## src/rtl/math_pipelined_deskew_if.sv

```systemverilog
// Handshake bundle between a skewed-chunk ALU producer, the deskew FIFO and its consumer.
// The master side drives launches and consumer readiness; the slave side is the deskew block.
interface math_pipelined_deskew_if #(
    parameter int unsigned WIDTH = 32
);
    logic             in_start;
    logic [WIDTH-1:0] in_data;
    logic             in_ready;
    logic [WIDTH-1:0] out_data;
    logic             out_valid;
    logic             out_ready;
    logic             overflow;

    modport master (
        output in_start,
        output in_data,
        output out_ready,
        input  in_ready,
        input  out_data,
        input  out_valid,
        input  overflow
    );

    modport slave (
        input  in_start,
        input  in_data,
        input  out_ready,
        output in_ready,
        output out_data,
        output out_valid,
        output overflow
    );
endinterface

```

## src/rtl/math_pipelined_deskew.sv

```systemverilog
// Realigns chunk-skewed ALU results into whole words and queues them in a small FIFO.
// A credit count (queued + in-flight words) gates in_ready so every accepted launch has a slot.
module math_pipelined_deskew #(
    parameter int unsigned WIDTH   = 32,
    parameter int unsigned LATENCY = 4,
    parameter int unsigned DEPTH   = 4
) (
    input logic                    clk,
    input logic                    rst_n,
    math_pipelined_deskew_if.slave bus
);

    localparam int unsigned ALU_WIDTH   = (LATENCY == 0) ? WIDTH
                                                         : (WIDTH + LATENCY - 1) / LATENCY;
    localparam int unsigned CHUNK_COUNT = (WIDTH + ALU_WIDTH - 1) / ALU_WIDTH;
    localparam int unsigned PTR_W       = (DEPTH > 1) ? $clog2(DEPTH) : 1;
    localparam int unsigned CNT_W       = $clog2(DEPTH + 1);

    localparam logic [CNT_W:0]   DepthW   = (CNT_W + 1)'(DEPTH);
    localparam logic [PTR_W-1:0] LastSlot = PTR_W'(DEPTH - 1);

    // Bits belonging to chunk k; the final chunk is naturally clipped at WIDTH.
    function automatic logic [WIDTH-1:0] chunk_mask(int unsigned k);
        logic [WIDTH-1:0] m;
        m = '0;
        for (int unsigned i = 0; i < WIDTH; i++) begin
            m[i] = ((i / ALU_WIDTH) == k);
        end
        return m;
    endfunction

    // Bits of all chunks below chunk k.
    function automatic logic [WIDTH-1:0] low_mask(int unsigned k);
        logic [WIDTH-1:0] m;
        m = '0;
        for (int unsigned i = 0; i < WIDTH; i++) begin
            m[i] = (i < k * ALU_WIDTH);
        end
        return m;
    endfunction

    function automatic logic [PTR_W-1:0] ptr_inc(logic [PTR_W-1:0] p);
        return (p == LastSlot) ? '0 : p + 1'b1;
    endfunction

    logic             accept;
    logic             wr_en;
    logic [WIDTH-1:0] wr_data;
    logic [CNT_W-1:0] inflight;
    logic [CNT_W:0]   used;
    logic             pop;

    logic [WIDTH-1:0] mem_q [DEPTH];
    logic [PTR_W-1:0] wr_ptr_q;
    logic [PTR_W-1:0] rd_ptr_q;
    logic [PTR_W-1:0] rd_ptr_d;
    logic [CNT_W-1:0] count_q;
    logic [CNT_W-1:0] count_d;
    logic [WIDTH-1:0] out_data_q;
    logic [WIDTH-1:0] out_data_d;
    logic             overflow_q;

    assign accept = bus.in_start & bus.in_ready;

    if (CHUNK_COUNT > 1) begin : g_deskew
        localparam int unsigned STAGES = CHUNK_COUNT - 1;

        logic [STAGES-1:0] sdly_q;
        logic [WIDTH-1:0]  stage_q [STAGES];

        // Stage s holds chunks 0..s of the word launched s+1 cycles ago.
        always_ff @(posedge clk) begin
            if (!rst_n) begin
                sdly_q <= '0;
                for (int s = 0; s < STAGES; s++) begin
                    stage_q[s] <= '0;
                end
            end else begin
                sdly_q[0]  <= accept;
                stage_q[0] <= bus.in_data & chunk_mask(0);
                for (int s = 1; s < STAGES; s++) begin
                    sdly_q[s]  <= sdly_q[s-1];
                    stage_q[s] <= (stage_q[s-1] & low_mask(s)) | (bus.in_data & chunk_mask(s));
                end
            end
        end

        always_comb begin
            inflight = '0;
            for (int s = 0; s < STAGES; s++) begin
                inflight = inflight + CNT_W'(sdly_q[s]);
            end
        end

        // Last chunk is taken straight from the input in its own cycle.
        assign wr_en   = sdly_q[STAGES-1];
        assign wr_data = (stage_q[STAGES-1] & low_mask(STAGES))
                       | (bus.in_data & chunk_mask(STAGES));
    end else begin : g_direct
        assign inflight = '0;
        assign wr_en    = accept;
        assign wr_data  = bus.in_data;
    end

    assign used         = {1'b0, count_q} + {1'b0, inflight};
    assign bus.in_ready = (used < DepthW);
    assign bus.out_valid = (count_q != '0);
    assign bus.out_data  = out_data_q;
    assign bus.overflow  = overflow_q;
    assign pop           = bus.out_valid & bus.out_ready;

    // out_data is registered and tracks the head; it keeps its last value once empty.
    always_comb begin
        rd_ptr_d   = pop ? ptr_inc(rd_ptr_q) : rd_ptr_q;
        count_d    = count_q + CNT_W'(wr_en) - CNT_W'(pop);
        out_data_d = out_data_q;
        if (count_d != '0) begin
            out_data_d = (wr_en && (rd_ptr_d == wr_ptr_q)) ? wr_data : mem_q[rd_ptr_d];
        end
    end

    always_ff @(posedge clk) begin
        if (!rst_n) begin
            wr_ptr_q   <= '0;
            rd_ptr_q   <= '0;
            count_q    <= '0;
            out_data_q <= '0;
            overflow_q <= 1'b0;
        end else begin
            if (wr_en) begin
                wr_ptr_q <= ptr_inc(wr_ptr_q);
            end
            rd_ptr_q   <= rd_ptr_d;
            count_q    <= count_d;
            out_data_q <= out_data_d;
            overflow_q <= overflow_q | (bus.in_start & ~bus.in_ready);
        end
    end

    always_ff @(posedge clk) begin
        if (wr_en) begin
            mem_q[wr_ptr_q] <= wr_data;
        end
    end

endmodule

```

## src/flat_wrapper.sv

```systemverilog
// flat-port wrapper written by rule: the top's interface ports become plain ports
module math_pipelined_deskew_flat 
#(
    parameter int unsigned WIDTH   = 32,
    parameter int unsigned LATENCY = 4,
    parameter int unsigned DEPTH   = 4
)
  (clk, rst_n, bus_in_start, bus_in_data, bus_out_ready, bus_in_ready, bus_out_data, bus_out_valid, bus_overflow);
  math_pipelined_deskew_if #(.WIDTH(WIDTH)) bus_i ();
  input logic clk;
  input logic rst_n;
  input wire logic [$bits(bus_i.in_start)-1:0] bus_in_start;
  input wire logic [$bits(bus_i.in_data)-1:0] bus_in_data;
  input wire logic [$bits(bus_i.out_ready)-1:0] bus_out_ready;
  output wire logic [$bits(bus_i.in_ready)-1:0] bus_in_ready;
  output wire logic [$bits(bus_i.out_data)-1:0] bus_out_data;
  output wire logic [$bits(bus_i.out_valid)-1:0] bus_out_valid;
  output wire logic [$bits(bus_i.overflow)-1:0] bus_overflow;
  assign bus_i.in_start = bus_in_start;
  assign bus_i.in_data = bus_in_data;
  assign bus_i.out_ready = bus_out_ready;
  assign bus_in_ready = bus_i.in_ready;
  assign bus_out_data = bus_i.out_data;
  assign bus_out_valid = bus_i.out_valid;
  assign bus_overflow = bus_i.overflow;
  math_pipelined_deskew #(.WIDTH(WIDTH), .LATENCY(LATENCY), .DEPTH(DEPTH)) u_core (.clk(clk), .rst_n(rst_n), .bus(bus_i));
endmodule
```

## config.mk

```make
export PLATFORM = sky130hd
export DESIGN_NAME = math_pipelined_deskew_flat
export DESIGN_NICKNAME = d
export VERILOG_FILES = /design/src/rtl/math_pipelined_deskew_if.sv /design/src/rtl/math_pipelined_deskew.sv /design/src/flat_wrapper.sv
export SDC_FILE = /design/constraint.sdc
export NUM_CORES = 1
export LEC_CHECK = 0
export CAP_MARGIN = 10
export CELL_PAD_IN_SITES_DETAIL_PLACEMENT = 0
export CELL_PAD_IN_SITES_GLOBAL_PLACEMENT = 1
export CORE_UTILIZATION = 44
export DETAILED_ROUTE_END_ITERATION = 6
export PLACE_DENSITY = 0.79
export SLEW_MARGIN = 20
export SYNTH_ARGS = -nofsm -noshare
export SYNTH_HDL_FRONTEND = slang
export SYNTH_SLANG_ARGS = --single-unit
```

## constraint.sdc

```tcl
create_clock -name clk -period 3.2 [get_ports clk]
set_clock_uncertainty 0.05 [all_clocks]
set_input_delay 0.64 -clock clk [delete_from_list [all_inputs] [get_ports clk]]
set_output_delay 0.64 -clock clk [all_outputs]
set_load 0.02 [all_outputs]
```

==> impl_metrics.py <==
metrics = {
    "setup_path": {
        "cpPeakStageDelay_ns": 0.34,
        "arrival_ns": 2.38,
        "cp.depth": 7,
        "r2r_slack_ns": 0.14,
        "worstPathRequired_ns": 2.51,
        "crit_family": "adder cells",
        "cp_slowest_cell": "dfxtp_1",
        "crit_path_frequent_cell": "ha_1",
        "reg2reg_depth": 13,
        "crit_type": "reg -> out",
        "worstPathMaxFanout": 3,
        "end_kind": "primary output",
        "crit_chain": "ha_1 -> ha_1 -> ha_1 -> ha_1 -> nor4_2 -> buf_4 -> buf_2",
        "cp-start-kind": "flop",
        "crit_buf_inv": 2,
    },
    "cells_and_area": {
        "n_antenna_cell": 0,
        "drive_gt1_share_pct": 11.7,
        "final_common_cell": "edfxtp_1",
        "fin_nets": 649,
        "layout_common_cells": "edfxtp_1 (128), mux2i_1 (97), dfxtp_1 (88)",
        "area_growth_pct": 23.1,
        "stdcell_area_mm2": 0.0100,
    },
    "clock_tree": {
        "cts_tree": "done",
        "cts_buffers": 23,
        "clk_latency_ns": 0.50,
        "cts-root-buf": "clkbuf_16",
        "cts_buffer_depth": 3,
        "htree_levels": 1,
        "clk_pin_slew_ns": 0.06,
        "cts.sinks": 219,
    },
    "global_route": {
        "grt_max_degree": 66,
        "grt_use_total_pct": 17.5,
        "grt_pass1_wl_mm": 24.6,
        "overflow": 0,
        "grt_pass1_vias": 4573,
        "antenna_found_initial": 0,
    },
    "power": {
        "combPwrFrac_pct": 33.9,
        "sequentialPowerShare_pct": 37.3,
        "cellPowerDensity_mw_per_mm2": 896,
        "p_leak_nw": 4.08,
        "netSwitchingFraction_pct": 29.7,
        "ir_drop_mv": 0.604,
        "p_switching_mw": 2.66,
        "clkPwrFrac_pct": 28.7,
        "p_int_mw": 6.30,
        "p_total_mw": 8.96,
    },
    "yosys": {
        "ys_ff_latch": 219,
        "netlist_instances": 509,
        "yosysUniqueCellTypes": 27,
        "async_reset_ff_share_pct": 0,
        "syn_area_mm2": 0.00812,
        "avgSynthCellArea_um2": 16.0,
        "yosysWarnings": 0,
        "synth_seq_area_share_pct": 69.8,
        "synth_flop_cell": "edfxtp_1",
        "synth_edf_count": 128,
        "postSynthNetCount": 559,
    },
    "timing": {
        "timing.final.crit_share_pct": 95.9,
        "setup_tns_ns": 0,
        "rsz0062_at_grt": "yes",
        "finalCriticalPeriod_ns": 3.07,
        "max_freq_mhz": 326,
        "setup_violations": 0,
        "tightest_slew_ns": 0.985,
        "maxSlewHeadroom_pct": 34.4,
        "hold_violations": 0,
        "holdWs_ns": 0.380,
        "drv_slew": 0,
    },
    "route": {
        "post_drt_wl_per_cell_um": 18.8,
        "drt-total-wl_mm": 15.9,
        "drt-initial-drc-count": 180,
        "ant_nets": 0,
        "drtPass1Iterations": 5,
        "vias": 4301,
        "vias_per_cell": 5.10,
        "drc_errors": 0,
    },
    "die": {
        "coreArea_mm2": 0.0180,
        "initial_core_util_pct": 45.1,
        "fp.dieW_um": 138,
        "num_rows": 49,
        "ios": 71,
        "dieArea_mm2": 0.0190,
        "die_y_um": 138,
    },
    "hold_path": {
        "hold_class": "reg -> reg",
        "min_delay_path_depth": 1,
    },
    "placement": {
        "portBuffers": 70,
        "place.gp.congestion": 0.705,
        "post-dp-hpwl_mm": 8.12,
        "placed_area_mm2": 0.00909,
    },
    "status": {
        "status": "complete, no violations",
    },
    "job": {
        "maxCapViolations": 0,
    },
}
==> cell usage after synthesis, drive strengths merged, types with 2 or more instances <==
cell	instances	area, um^2
and2	89	557
nor2	2	7.51
fa	2	40.0
o21a	2	15.0
nor2b	4	25.0
inv	8	30.0
edfxtp	128	3840
a221o	32	320
clkbuf	9	33.8
dfxtp	91	1820
and3	2	12.5
buf	17	144
o31ai	2	28.8
mux2i	99	1000
ha	12	150
xnor2	4	42.6
==> through the flow <==
| step | worst slack (ns) | std cells | utilization [%] |
|---|---|---|---|
| after CTS | 0.0572 | 843 | 55.4 |
| final | 0.133 | 844 | 55.5 |
| after global placement | -0.837 | 794 | 50.4 |
| after detailed placement | -0.946 | 794 | 50.4 |
| after global routing | -0.0389 | 844 | 55.5 |
| after floorplan | 0.0771 | 509 | - |
==> power groups by stage <==
stage	logic, mW	clock network [mW]	registers, mW
finish	3.04	2.57	3.34
global route	3.26	2.75	3.37
CTS	3.07	2.62	3.35
detailed placement	2.71	0	3.40
global placement	2.62	0	3.40
floorplan	1.70	0	3.53
==> state kept, by name, indices dropped and copies added, names as in the netlist <==
| register | cells |
|---|---|
| u_core.bus.overflow | 1 |
| u_core.bus.out_data | 32 |
| u_core.wr_ptr_q | 2 |
| u_core.count_q | 3 |
| u_core.mem_q | 128 |
| u_core.g_deskew.stage_q | 48 |
| u_core.g_deskew.sdly_q | 3 |
| u_core.rd_ptr_q | 2 |
==> path summary, 6_finish.rpt <==
| kind | start | endpoint |
|---|---|---|
| setup / recovery | u_core.g_deskew.sdly_q[0]$_SDFF_PN0_ | bus_in_ready |
| hold / removal | u_core.g_deskew.stage_q[0][2]$_SDFF_PN0_ | u_core.g_deskew.stage_q[0][26]$_SDFF_PN0_ |
| setup reg to reg | u_core.count_q[0]$_SDFF_PN0_ | u_core.bus.out_data[9]$_SDFFE_PN0P_ |
| hold reg to reg | u_core.g_deskew.stage_q[0][2]$_SDFF_PN0_ | u_core.g_deskew.stage_q[0][26]$_SDFF_PN0_ |
==> cell families (layout without fill, tap and decap cells) <==
| logic type | Yosys count | count (layout) | synth area share [%] |
|---|---|---|---|
| AOI/OAI and AO/OA | 37 | 38 | 4.56 |
| xor gates and xnor gates | 4 | 4 | 0.524 |
| adders and majority gates | 14 | 14 | 2.34 |
| buffers and inverters | 34 | 139 | 2.56 |
| DFF | 219 | 219 | 69.8 |
| muxes | 99 | 99 | 12.4 |
| and+or+nand+nor | 102 | 102 | 7.89 |
==> area by class of cell <==
type	instances	area [um^2]
Clock buffer	34	647
Inverter	8	30.0
Fill cell	1443	8030
Clock inverter	7	90.1
Tap cell	229	287
Sequential cell	219	5670
Multi-Input combinational cell	257	2330
Timing Repair Buffer	90	943
==> metal layers <==
| metal | up-vias | track usage (%) | wire, um |
|---|---|---|---|
| li1 | 2059 | - | - |
| met1 | 2115 | 21.8 | 6850 |
| met2 | 100 | 30.6 | 7900 |
| met3 | 27 | 3.00 | 814 |
| met4 | 0 | 6.04 | 314 |
| met5 | - | 0 | 0 |
==> what timing repair did <==
action | in CTS | in global routing
endpoints found under the setup margin | 33 | 32
resized for setup | 17 | 1
pin swaps | 9 | 20
setup buffers | 6 | 2
hold buffers | 0 | 0
gates cloned | 3 | 0
Power figures use the tool's default switching activity.
